==> src/rtl/gf8_reduce_acc.sv <==
// gf8_reduce_acc: reduces 15-bit carry-less products modulo POLY and either
// emits each reduced value alone or XOR-accumulates a frame of them into one
// GF(2^8) result with a saturating term count.
//
// Ports:
//   clk, rst            clock, asynchronous active-high reset
//   p[14:0]             carry-less product, bit i = coefficient of x^i
//   p_valid / p_ready   input handshake (p, p_last, acc_en qualified by p_valid)
//   p_last              last term of an accumulation frame (only with acc_en)
//   acc_en              beat joins the running sum instead of being emitted alone
//   r[7:0], r_count     reduced result and number of terms folded into it
//   r_valid / r_ready   output handshake
module gf8_reduce_acc #(
    parameter logic [8:0] POLY = 9'h11B
) (
    input  logic        clk,
    input  logic        rst,
    input  logic [14:0] p,
    input  logic        p_valid,
    output logic        p_ready,
    input  logic        p_last,
    input  logic        acc_en,
    output logic [7:0]  r,
    output logic [7:0]  r_count,
    output logic        r_valid,
    input  logic        r_ready
);

    localparam int unsigned PW = 15;
    localparam int unsigned GW = 8;
    localparam int unsigned CW = 8;

    typedef enum logic {
        IDLE  = 1'b0,
        ACCUM = 1'b1
    } state_t;

    // Input stage S1
    logic          s1_valid_q, s1_valid_d;
    logic [PW-1:0] s1_p_q,     s1_p_d;
    logic          s1_last_q,  s1_last_d;
    logic          s1_acc_q,   s1_acc_d;

    // Accumulator, term counter and frame state
    logic [GW-1:0] acc_q,   acc_d;
    logic [CW-1:0] cnt_q,   cnt_d;
    state_t        state_q, state_d;

    // Output register O
    logic          r_valid_q, r_valid_d;
    logic [GW-1:0] r_q,       r_d;
    logic [CW-1:0] r_count_q, r_count_d;

    logic          ofree;
    logic          s1_adv;
    logic          s1_emit;
    logic [PW-1:0] red_tmp;
    logic [GW-1:0] red;
    logic [CW-1:0] cnt_inc;

    // Polynomial reduction of the S1 product, clearing bits 14..8 highest first
    always_comb begin
        red_tmp = s1_p_q;
        for (int i = PW - 1; i >= GW; i--) begin
            if (red_tmp[i]) begin
                red_tmp = red_tmp ^ (PW'(POLY) << (i - GW));
            end
        end
        red = red_tmp[GW-1:0];
    end

    assign cnt_inc = (cnt_q == {CW{1'b1}}) ? cnt_q : cnt_q + CW'(1);

    // Handshake: a mid-frame acc beat never needs the output slot
    assign ofree   = !r_valid_q || r_ready;
    assign s1_emit = !s1_acc_q || s1_last_q;
    assign s1_adv  = s1_valid_q && ((s1_acc_q && !s1_last_q) || ofree);
    assign p_ready = !rst && (!s1_valid_q || s1_adv);

    // Next-state for S1, accumulator FSM and output register
    always_comb begin
        s1_valid_d = s1_valid_q;
        s1_p_d     = s1_p_q;
        s1_last_d  = s1_last_q;
        s1_acc_d   = s1_acc_q;
        acc_d      = acc_q;
        cnt_d      = cnt_q;
        state_d    = state_q;
        r_valid_d  = r_valid_q;
        r_d        = r_q;
        r_count_d  = r_count_q;

        if (r_valid_q && r_ready) begin
            r_valid_d = 1'b0;
        end

        if (s1_adv) begin
            if (!s1_acc_q) begin
                // Standalone beat passes the frame state through untouched
                r_valid_d = 1'b1;
                r_d       = red;
                r_count_d = CW'(1);
            end else if (!s1_last_q) begin
                acc_d   = acc_q ^ red;
                cnt_d   = cnt_inc;
                state_d = ACCUM;
            end else begin
                r_valid_d = 1'b1;
                r_d       = acc_q ^ red;
                r_count_d = cnt_inc;
                acc_d     = '0;
                cnt_d     = '0;
                state_d   = IDLE;
            end
        end

        if (p_ready) begin
            s1_valid_d = p_valid;
            if (p_valid) begin
                s1_p_d    = p;
                s1_last_d = p_last;
                s1_acc_d  = acc_en;
            end
        end
    end

    always_ff @(posedge clk or posedge rst) begin
        if (rst) begin
            s1_valid_q <= 1'b0;
            s1_p_q     <= '0;
            s1_last_q  <= 1'b0;
            s1_acc_q   <= 1'b0;
            acc_q      <= '0;
            cnt_q      <= '0;
            state_q    <= IDLE;
            r_valid_q  <= 1'b0;
            r_q        <= '0;
            r_count_q  <= '0;
        end else begin
            s1_valid_q <= s1_valid_d;
            s1_p_q     <= s1_p_d;
            s1_last_q  <= s1_last_d;
            s1_acc_q   <= s1_acc_d;
            acc_q      <= acc_d;
            cnt_q      <= cnt_d;
            state_q    <= state_d;
            r_valid_q  <= r_valid_d;
            r_q        <= r_d;
            r_count_q  <= r_count_d;
        end
    end

    assign r       = r_q;
    assign r_count = r_count_q;
    assign r_valid = r_valid_q;

    // s1_emit documents which S1 beats load O; kept for readability of s1_adv
    logic unused_ok;
    assign unused_ok = s1_emit;

endmodule

==> config.mk <==
export PLATFORM = sky130hd
export DESIGN_NAME = gf8_reduce_acc
export DESIGN_NICKNAME = d
export VERILOG_FILES = /design/src/rtl/gf8_reduce_acc.sv
export SDC_FILE = /design/constraint.sdc
export NUM_CORES = 1
export LEC_CHECK = 0
export ABC_AREA = 1
export CELL_PAD_IN_SITES_DETAIL_PLACEMENT = 0
export CELL_PAD_IN_SITES_GLOBAL_PLACEMENT = 2
export CORE_MARGIN = 1
export CORE_UTILIZATION = 33
export CTS_BUF_LIST = sky130_fd_sc_hd__clkbuf_4 sky130_fd_sc_hd__clkbuf_8
export CTS_CLUSTER_DIAMETER = 150
export DETAILED_ROUTE_END_ITERATION = 8
export PLACE_DENSITY = 0.89
export SKIP_LAST_GASP = 1
export SYNTH_ARGS = -nofsm -noshare
export SYNTH_HDL_FRONTEND = slang
export SYNTH_SLANG_ARGS = --single-unit
==> constraint.sdc <==
create_clock -name clk -period 2.6 [get_ports clk]
set_input_delay 0.26 -clock clk [delete_from_list [all_inputs] [get_ports clk]]
set_output_delay 0.26 -clock clk [all_outputs]
set_load 0.05 [all_outputs]
# After elaboration in Yosys (flattened, before gate mapping)
# Index checks and enable logic that the tools add are counted.
op_classes:
  bitwise: 8
  order_cmp: 0
  shift: 0
  mux: 18
  n_reduce_logical: 14
  mul: 0
  div_mod_pow: 0
  n_addsub: 1
  eq_ne: 2
op_table:
  columns: ["op", "n"]
  rows:
  - ["2-to-1 mux 8 bit", 8]
  - ["NOT 4 bit", 7]
  - ["2-to-1 mux 11 bit", 1]
  - ["2-to-1 mux 10 bit", 1]
  - ["2-to-1 mux 9 bit", 1]
  - ["adder 8 x 1 -> 8 bit (second input constant)", 1]
  - ["== test 8 bit (second input constant)", 1]
  - ["bitwise XOR 8 bit", 1]
  - ["2-to-1 mux 7 bit", 1]
  - ["2-to-1 mux 6 bit", 1]
  - ["AND reduction 2 bit", 3]
  - ["2-to-1 mux 5 bit", 1]
  - ["logical AND 1 bit", 4]
  - ["logical NOT 1 bit", 4]
  - ["2-to-1 mux 1 bit", 4]
  - ["logical OR 1 bit", 3]
  - ["!= test 2 bit (second input constant)", 1]
totals:
  elab_cells: 52
  rom_bits: 0
  latch_bits: 0
  memories: 0
  ram_bits: 0
  output_inout_bits: 18
  reg_bits: 51

# Longest topological paths before layout
# Gate-level depths: netlist of the first run.
logic_depth:
  ltp_word: 17
  mapped_depth: 13

# Least setup slack after synthesis of the first run
# No wires, ideal clock.
synth_path:
  kind: "input port to flip-flop"
  from: "input port rst"
  to: "register s1_acc_q"
  arrival_ps: 2270
  path_buffers: 1
  setup_slack_ps: 204
  stages: 7
  path_cell_list: "inv_1 o31ai_1 inv_2 nand2_2 buf_6 nor2_1 a21oi_1"
synth_via:
  elab_chain_len: 3
synth_lines:
  columns: ["element", "line_no", "text"]
  rows:
  - ["from (decl)", "17", "input logic rst,"]
  - ["logical NOT 1 bit (no line)", null, null]
  - ["logical AND 1 bit", "78", "assign p_ready = !rst && (!s1_valid_q || s1_adv);"]
  - ["net p_ready", "20", "output logic p_ready,"]
  - ["AND reduction 2 bit (no line)", null, null]
  - ["to (signal assigned)", "132", "s1_acc_q <= 1'b0;"]
  - ["to (signal assigned)", "143", "s1_acc_q <= s1_acc_d;"]
  - ["to (decl)", "42", "logic s1_acc_q, s1_acc_d;"]
# The timed path passes the listed nets, and every way through them passes these cells.
# A chain may end at the register's enable or synchronous reset.

# Final worst setup path of the first run
layout_path:
  from: "register s1_acc_q"
  to: "output port p_ready"
layout_via:
  elab_chain_len: 5
layout_lines:
  columns: ["element", "line_no", "text"]
  rows:
  - ["logical AND 1 bit", "77", "assign s1_adv = s1_valid_q && ((s1_acc_q && !s1_last_q) || ofree);"]
  - ["logical OR 1 bit", "77", null]
  - ["logical AND 1 bit", "77", null]
  - ["logical OR 1 bit", "78", null]
  - ["logical AND 1 bit", "78", null]
  - ["to (decl)", "20", null]
# No other way between the ends.

==> metrics.cfg, run 1 <==
[synthesis]
synthesis.nets=391
yosysTopAreaCellShare=0.4554
ys.flop_type=dfrtp_1
yosysTopAreaCell=dfrtp_1
syn_area_mm2=0.002803
synth_edf_count=0
synth.avg_cell_area_um2=7.595
synthTopCellsByArea=dfrtp_1 (46%), nand2_1 (15%), nand3_1 (9.5%)
synth_cells=369
seq_area_frac_synth=0.4554
async_reset_ff_frac=1.000
synth_warnings=0
synth_cell_type_count=31
synth_seq_cells=51

[worst_setup_path]
cp.arrival_ps=1540
cp_top_family=buffers and inverters
slowest_stage=dfrtp_1
cpMostUsedCell=inv_2
crit_type=reg -> out
path_cells=inv_2 -> nor2_4 -> o31ai_1 -> inv_2 -> buf_4
crit_path_max_incr_delay_ps=400
worstPathMaxFanout=8
worst-path-stages=5
worst-path-buf-inv=3
worst_setup_path_start_kind=flop
crit_path_end_kind=primary output
cp.required_ps=2340
reg2reg_depth=6

[timing]
skew_ps=10.26
setup_violations=0
relSlewSlack=0.5607
hold_viol_final=0
final-max-slew-violation-count=0
fin_crit_sh=0.6941
fmax_ghz=0.5541
layout_setup_ws_ps=795.3
worst_pin_slew_ps=659.0
rsz0062_at_grt=false
period_needed_ps=1805
fin_setup_tns_ps=0

[pwr]
p_seq_frac=0.370
pwr-share-clk=0.149
peakVddDrop_uv=505.2
p_int_mw=1.780
switching_power_mw=1.441
p_per_area_mw_per_mm2=958.3
p_leak_nw=1.740
power_mw=3.221
pwr-share-comb=0.481
swShare=0.4475

[grt]
grt_usage=0.1638
antenna_found_initial=0
grt_pass1_wl_mm=11.29
grt-ovfl-total=0
grt_max_degree=52
grt_pass1_vias=2340

[clock_tree]
cts_buffers=5
ctsResizeCount=0
cts.reportedPaths.clkPinSlew_ps=100
cts_tree=built
cts_max_level=2
cts_sinks=51
max-clock-path-buffers=2
clk_latency_ps=310
ctsHoldBuffers=0
cts_root_buf=clkbuf_8
cts_setup_buffers=0

[final_layout]
antenna-diode-count=0
multiInputGateArea_mm2=0.001262
finalNonFillerCells=514
final_cell_mix=nand2_1 (114), nand3_1 (53), dfrtp_1 (51)
nFillCells=872
finalInstanceArea_mm2=0.003361
final_nets=430
final_common_cell=nand2_1
layout-drive-gt1-share=0.08557
areaGrowthSynthToFinish_pct=19.91
seqCellArea_mm2=0.001276

[route]
dr.pass1.iters=4
vias=2408
drc=0
ant_nets=0
first_iter_violations=98
totalWireLength_mm=6.323
avgViaCountPerCell=4.685
avgRoutedWirePerCell_um=12.30

[floorplan]
die_width_um=94.16
coreArea_mm2=0.008217
rows=33
dieArea_mm2=0.008865
die_y_um=94.16
initial_utilization=0.3411
io_pins=39

[worst_hold_path]
hp-class=reg -> reg
hold_depth=2

[status]
status=finished, final reports clean

[job]
cap_violations=0

[placement]
dpl.cell_count=506
port_buffers=38
routabilityCongestion=0.7500
dp_hpwl_mm=4.633
place_area_mm2=0.003268
post-place-ws_ps=570.4

==> sequential cells by signal (all words and copies together), names as in the netlist <==
register / count
cnt_q: 8
acc_q: 8
s1_p_q: 15
r_count: 8
s1_last_q: 1
s1_acc_q: 1
r: 8
s1_valid_q: 1
r_valid: 1
==> Yosys cell counts (all sizes together) (2+ instances only) <==
library cell and instances:
nand2 119, nand3 53, dfrtp 51, inv 50, o21ai 18, a21oi 17
nor2 17, buf 9, xor2 8, or2 5, a22o 4, a21boi 3
nand4 3, o22ai 3, xnor2 3, a2bb2oi 2
==> final cells by class <==
| type | instances | area share |
|---|---|---|
| Multi-Input combinational cell | 258 | 0.3757 |
| Inverter | 50 | 0.05659 |
| Clock buffer | 5 | 0.02048 |
| Timing Repair Buffer | 42 | 0.1214 |
| Tap cell | 105 | 0.03909 |
| Sequential cell | 51 | 0.3797 |
| Clock inverter | 3 | 0.007074 |
==> worst register-to-register path, cell delays in order (launching register included) <==
cell,delay [ps]
dfrtp_1,400
inv_2,180
nor2_4,60
o31ai_1,270
inv_2,120
nand2_2,400
o21ai_0,170
==> per-stage QoR <==
stage | utilization | hold WS [ps]
2_1_floorplan | - | 404.5
3_5_place_dp | 0.3977 | 468.9
3_3_place_gp | 0.3977 | 464.3
6_report | 0.4090 | 483.9
5_1_grt | 0.4090 | 519.7
4_1_cts | 0.4090 | 488.8
==> power groups by stage <==
stage	logic (mW)	clock network, mW	registers, mW
final	1.55	0.481	1.19
after global routing	1.74	0.541	1.23
after CTS	1.57	0.500	1.20
after detailed placement	1.56	0	1.21
after global placement	1.55	0	1.20
after floorplan	0.795	0	1.54
==> kinds of logic (layout without fill, tap and decap cells) <==
family / Yosys count / count (layout) / synth area share
buf+inv: 60 / 100 / 0.09420
simple gates: 197 / 197 / 0.3080
compound gates: 48 / 48 / 0.1000
fa+ha+maj: 1 / 1 / 0.004464
mux: 1 / 1 / 0.003572
flops: 51 / 51 / 0.4554
xor+xnor: 11 / 11 / 0.03438
==> per-layer routing <==
layer,vias up,share of wire,track usage
li1,1260,-,-
met1,1108,0.52,0.2349
met2,35,0.44,0.2560
met3,5,0.030,0.02427
met4,0,0.010,0.04231
met5,-,0,0
==> path summary, 6_finish.rpt <==
| path | end | slack, ps | startpoint |
|---|---|---|---|
| worst max-delay path | p_ready | 800 | s1_acc_q$_DFFE_PP0P_ |
| worst min-delay path | r[1]$_DFFE_PP0P_ | 480 | r[1]$_DFFE_PP0P_ |
| worst max register to register | s1_valid_q$_DFFE_PP0P_ | 860 | s1_acc_q$_DFFE_PP0P_ |
| worst min register to register | r[1]$_DFFE_PP0P_ | 480 | r[1]$_DFFE_PP0P_ |
| max in group asynchronous | r[3]$_DFFE_PP0P_ | 1640 | rst |
| min in group asynchronous | cnt_q[6]$_DFFE_PP0P_ | 520 | rst |
Note: power is estimated with default switching activity, not from simulation.
==> inputs of run 2 (changes only) <==
--- a/config.mk
+++ b/config.mk
@@ -9,11 +9,11 @@
 export CELL_PAD_IN_SITES_DETAIL_PLACEMENT = 0
 export CELL_PAD_IN_SITES_GLOBAL_PLACEMENT = 2
 export CORE_MARGIN = 1
-export CORE_UTILIZATION = 33
+export CORE_UTILIZATION = 29
 export CTS_BUF_LIST = sky130_fd_sc_hd__clkbuf_4 sky130_fd_sc_hd__clkbuf_8
 export CTS_CLUSTER_DIAMETER = 150
 export DETAILED_ROUTE_END_ITERATION = 8
-export PLACE_DENSITY = 0.89
+export PLACE_DENSITY = 0.83
 export SKIP_LAST_GASP = 1
 export SYNTH_ARGS = -nofsm -noshare
 export SYNTH_HDL_FRONTEND = slang
==> constraint.sdc (replaced) <==
create_clock -name clk -period 1.6 [get_ports clk]
set_input_delay 0.16 -clock clk [delete_from_list [all_inputs] [get_ports clk]]
set_output_delay 0.16 -clock clk [all_outputs]
set_load 0.05 [all_outputs]
==> metrics.cfg, run 2 (synthesis results as in run 1) <==
[timing]
fin_crit_sh=0.9906
fmax_ghz=0.6309
skew_ps=5.278  ; -4.986 ps
hold_viol_final=0  ; unchanged
period_needed_ps=1585
final-max-slew-violation-count=0  ; unchanged
layout_setup_ws_ps=15.05  ; -780.2 ps
setup_violations=0  ; unchanged
relSlewSlack=0.5508  ; -0.009941
whs_ps=398.8  ; -85.08 ps
rsz0062_at_grt=true
worst_pin_slew_ps=673.9  ; +14.91 ps

[clock_tree]
cts.reportedPaths.clkPinSlew_ps=100  ; about the same
cts_root_buf=clkbuf_8
cts_max_level=2  ; unchanged
cts_buffers=5  ; unchanged
max-clock-path-buffers=2  ; unchanged
clk_latency_ps=310  ; about the same
cts_sinks=51  ; unchanged
cts_tree=built

[floorplan]
rows=35  ; +6.1%
coreArea_mm2=0.009284  ; +13%
die_width_um=100.3  ; +6.5%
die_y_um=100.3  ; +6.5%
initial_utilization=0.3019  ; -0.03921
io_pins=39  ; unchanged
dieArea_mm2=0.01006  ; +13%

[final_layout]
seqCellArea_mm2=0.001281  ; +0.39%
final_common_cell=nand2_1
nFillCells=983  ; +13%
final_nets=454  ; +5.6%
multiInputGateArea_mm2=0.001390  ; +10%
final_cell_mix=nand2_1 (98), dfrtp_1 (47), nand3_1 (43), buf_4 (43), inv_1 (39)
regMostFlops=s1_p_q
finalNonFillerCells=562  ; +9.3%
largest_reg_flops=15  ; unchanged
areaGrowthSynthToFinish_pct=32.72
fin_util=0.4007  ; -0.008341
antenna-diode-count=0  ; unchanged
layout-drive-gt1-share=0.2587  ; +0.1731

[grt]
grt_max_degree=52  ; unchanged
grt-ovfl-total=0  ; unchanged
grt_usage=0.1453  ; -0.01852
grt_pass1_vias=2368  ; +1.2%
grt_pass1_wl_mm=11.44  ; +1.3%
antenna_found_initial=0  ; unchanged

[placement]
dp_hpwl_mm=5.136  ; +11%
dpl.cell_count=546  ; +7.9%
port_buffers=38  ; unchanged
routabilityCongestion=0.7713  ; +2.8%
post-place-ws_ps=-36.73  ; -607.2 ps

[worst_setup_path]
crit_type=reg -> reg
worst_setup_path_start_kind=flop
slowest_stage=dfrtp_1
crit_path_max_incr_delay_ps=370  ; -30 ps
path_cells=ha_2 -> nand3_2 -> nor2_4 -> nand4_4 -> buf_12 -> xor2_1 -> o22ai_1
crit_path_end_kind=flop
cp.arrival_ps=1770  ; +230 ps
cp.required_ps=1790  ; -550 ps
worstPathMaxFanout=5  ; -3

[route]
totalWireLength_mm=6.983  ; +10%
avgViaCountPerCell=4.541  ; -3.1%
drc=0  ; unchanged
dr.pass1.iters=4  ; unchanged
ant_nets=0  ; unchanged
avgRoutedWirePerCell_um=12.43  ; +1.0%
vias=2552  ; +6.0%
first_iter_violations=122  ; +24%

[job]
cap_violations=0  ; unchanged

[worst_hold_path]
hp-class=in -> reg

[pwr]
p_leak_nw=1.930  ; +11%
power_mw=5.693  ; +77%
peakVddDrop_uv=700.6  ; +39%
p_per_area_mw_per_mm2=1530  ; +60%

[status]
status=finished, final reports clean

==> run 2: cell count changes in the layout (fill, tap and decap cells not counted), sizes merged <==
cell,before,now
clkinv,0,2
bufinv,0,1
inv,51,49
buf,5,46
clkinvlp,2,1
clkdlybuf4s50,37,20
==> run 2: routing by layer <==
metal,up-vias,routed length [um],GRT usage
met3,6,186,0.01741
met4,0,79,0.04013
met5,-,0,0
met1,1213,3387,0.2027
li1,1302,-,-
met2,31,3329,0.2376
==> run 2: area by class of cell <==
type                    count  area share
multi-input cells         258      0.3737
clock inverters             3     0.01177
clock buffers               5     0.01850
flip-flops and latches     51      0.3444
repair buffers             66      0.1554
inverters                  50     0.05281
well taps                 129     0.04339
==> run 2: power by group <==
group          leakage, nW  switching [mW]  total [mW]  internal (mW)
registers            0.622           0.293        1.97           1.68
clock network       0.0581           0.452       0.918          0.467
logic                 1.25            1.77        2.80           1.04
total                 1.93            2.51        5.69           3.18
==> run 2: stage by stage <==
stage | TNS (ps) | cell area (um^2)
3_3_place_gp | 0 | 3398
3_5_place_dp | -239.4 | 3398
2_1_floorplan | -2648 | 2816
5_1_grt | -271.9 | 3720
4_1_cts | 0 | 3518
6_report | 0 | 3720
==> run 2: final timing paths <==
path                                         from                      to  slack, ps  cells past startpoint
min reg2reg                r_count[7]$_DFFE_PP0P_  r_count[7]$_DFFE_PP0P_        490                      2
max                          cnt_q[0]$_DFFE_PP0P_    cnt_q[0]$_DFFE_PP0P_         20                      7
max in group asynchronous                     rst  s1_p_q[12]$_DFFE_PP0P_        610                      3
max reg2reg                  cnt_q[0]$_DFFE_PP0P_    cnt_q[0]$_DFFE_PP0P_         20                      7
min in group asynchronous                     rst        r[1]$_DFFE_PP0P_        490                      3
min                                          p[2]   s1_p_q[2]$_DFFE_PP0P_        400                      3
==> run 2: what timing repair did <==
item | in CTS | in global routing
hold buffers | 0 | 0
setup endpoints to repair | 3 | 19
hold endpoints to repair | 0 | 0
setup buffers | 0 | 8
gates resized for setup | 2 | 40
pin swaps | 0 | 11
==> run 2: worst max-delay path, delay by kind of cell (launching register included) <==
kind,cells,cell delay [ps]
simple gates,3,420
flops,1,370
fa+ha+maj,1,200
buf+inv,1,170
compound gates,1,120
xor+xnor,1,190
==> inputs of run 3 (changes only) <==
--- a/config.mk
+++ b/config.mk
@@ -13,8 +13,10 @@
 export CTS_BUF_LIST = sky130_fd_sc_hd__clkbuf_4 sky130_fd_sc_hd__clkbuf_8
 export CTS_CLUSTER_DIAMETER = 150
 export DETAILED_ROUTE_END_ITERATION = 8
+export GPL_TIMING_DRIVEN = 0
 export PLACE_DENSITY = 0.83
 export SKIP_LAST_GASP = 1
 export SYNTH_ARGS = -nofsm -noshare
 export SYNTH_HDL_FRONTEND = slang
 export SYNTH_SLANG_ARGS = --single-unit
+export TNS_END_PERCENT = 20
==> metrics.cfg, run 3 (synthesis results as in run 1) <==
[grt]
grt_use_met2=0.2534  ; +0.01581
antenna_found_initial=0  ; unchanged
grt_pass1_wl_mm=11.97  ; +4.6%
grt_pass1_vias=2469  ; +4.3%
grt_usage=0.1557  ; +0.01036
grt-busiest-layer=met2
grt-ovfl-total=0  ; unchanged
met1_usage=0.2125  ; +0.009791
grt_max_degree=27  ; -48%
use_met3=0.02646  ; +0.009053

[final_layout]
regMostFlops=s1_p_q
final_cell_mix=nand2_1 (104), dfrtp_1 (48), nand3_1 (47)
antenna-diode-count=0  ; unchanged
final_nets=447  ; -1.5%
final_common_cell=nand2_1
areaGrowthSynthToFinish_pct=31.38
layout-drive-gt1-share=0.1784  ; -0.08026
fin_util=0.3966  ; -0.004043
finalNonFillerCells=555  ; -1.2%
largest_reg_flops=15  ; unchanged

[floorplan]
coreArea_mm2=0.009284  ; unchanged
rows=35  ; unchanged
io_pins=39  ; unchanged
initial_utilization=0.3019  ; unchanged
die_width_um=100.3  ; unchanged
die_y_um=100.3  ; unchanged
dieArea_mm2=0.01006  ; unchanged

[route]
avgViaCountPerCell=4.595  ; +1.2%
avgRoutedWirePerCell_um=13.11  ; +5.5%
dr.pass1.iters=4  ; unchanged
first_iter_violations=128  ; +4.9%
vias=2550  ; -0.078%
ant_nets=0  ; unchanged
totalWireLength_mm=7.278  ; +4.2%
drc=0  ; unchanged

[timing]
worst_pin_slew_ps=760.1  ; +86.18 ps
fmax_ghz=0.6036  ; -4.3%
rsz0062_at_grt=true
fin_crit_sh=1.035  ; +0.04483
setup_violations=15  ; +15
relSlewSlack=0.4905  ; -0.06024
skew_ps=6.750  ; +1.473 ps
layout_setup_ws_ps=-56.69  ; -71.73 ps
period_needed_ps=1657  ; +71.73 ps
final-max-slew-violation-count=0  ; unchanged
hold_viol_final=0  ; unchanged

[worst_setup_path]
cp.arrival_ps=1500  ; -270 ps
crit_type=reg -> out
slowest_stage=clkdlybuf4s50_1
crit_path_max_incr_delay_ps=810  ; +440 ps
worstPathMaxFanout=2  ; -3
path_cells=clkdlybuf4s50_1
worst_setup_path_start_kind=flop
cp.required_ps=1440  ; -350 ps
worst-path-buf-inv=1  ; unchanged
cp_top_family=buffers and inverters
crit_path_end_kind=primary output
rrSetupSlack_ps=60  ; +40 ps

[clock_tree]
cts_sinks=51  ; unchanged
max-clock-path-buffers=2  ; unchanged
ctsHoldBuffers=0  ; unchanged
cts_tree=built
cts.reportedPaths.clkPinSlew_ps=100  ; about the same
cts_max_level=2  ; unchanged
cts_buffers=5  ; unchanged
cts_root_buf=clkbuf_8
clk_latency_ps=310  ; about the same

[placement]
port_buffers=38  ; unchanged
dp_hpwl_mm=4.927  ; -4.1%
routabilityCongestion=0.8123  ; +5.3%
dpl.cell_count=536  ; -1.8%

[pwr]
p_per_area_mw_per_mm2=1563  ; +2.1%
peakVddDrop_uv=939.9  ; +34%
power_mw=5.755  ; +1.1%
p_leak_nw=1.872  ; -3.0%

[status]
status=finished, violations left
violations=negative setup slack

[worst_hold_path]
hp-class=in -> async

[job]
cap_violations=0  ; unchanged

-- run 3: changes by cell type in the layout (fill, tap and decap cells not counted), moves of 3 or more --
cell and delta:
nand2_2 -5, nand3_1 +4, buf_6 +6, clkdlybuf4s50_1 +14, nand3_2 -4, buf_4 -33
nand2_1 +6, inv_2 -3, buf_2 +3
-- run 3: area by class of cell --
class / instances / area (um^2)
buffer: 10 / 82.58
clock buffer: 5 / 68.82
clock inverter: 3 / 67.56
fill: 1008 / 5602
inverter: 50 / 201.4
multi-input combinational: 258 / 1351
sequential: 51 / 1280
tap: 129 / 161.4
timing repair buffer: 47 / 456.7
timing repair inverter: 2 / 12.51
-- run 3: metal layers --
layer	part of all wire	routed length, um
met1	0.50	3605
met2	0.46	3314
met3	0.038	274
met4	0.012	84
met5	0	0
-- run 3: final timing paths --
path	startpoint	end	cells past startpoint
max	r[2]$_DFFE_PP0P_	r[2]	1
min	rst	r[6]$_DFFE_PP0P_	2
max reg2reg	cnt_q[1]$_DFFE_PP0P_	r_count[1]$_DFFE_PP0P_	7
min reg2reg	r[4]$_DFFE_PP0P_	r[4]$_DFFE_PP0P_	2
max in group asynchronous	rst	s1_acc_q$_DFFE_PP0P_	2
min in group clk	p[2]	s1_p_q[2]$_DFFE_PP0P_	3
-- run 3: per-stage QoR --
stage	hold slack [ps]	instance area, um^2	setup TNS, ps	worst slack [ps]
after floorplan	216.6	2816	-2648	-162.1
after global routing	116.2	3682	-2147	-102.5
final	68.47	3682	-434.0	-56.69
after CTS	380.0	3516	-1476	-77.13
after global placement	462.0	3358	-21580	-1457
after detailed placement	464.6	3358	-21890	-1449
-- run 3: repair_timing --
item / in CTS / in global routing
gates resized for setup: 9 / 33
pin swaps: 0 / 8
setup endpoints to repair: 54 / 64
buffers inserted: 1 / 8
gates cloned: 2 / 0
-- run 3: report_power, final --
part           leakage [nW]  internal [mW]  switching, mW  total (mW)
clock network        0.0644          0.624          0.469        1.09
registers             0.623           1.68          0.268        1.94
logic                  1.19          0.991           1.73        2.72
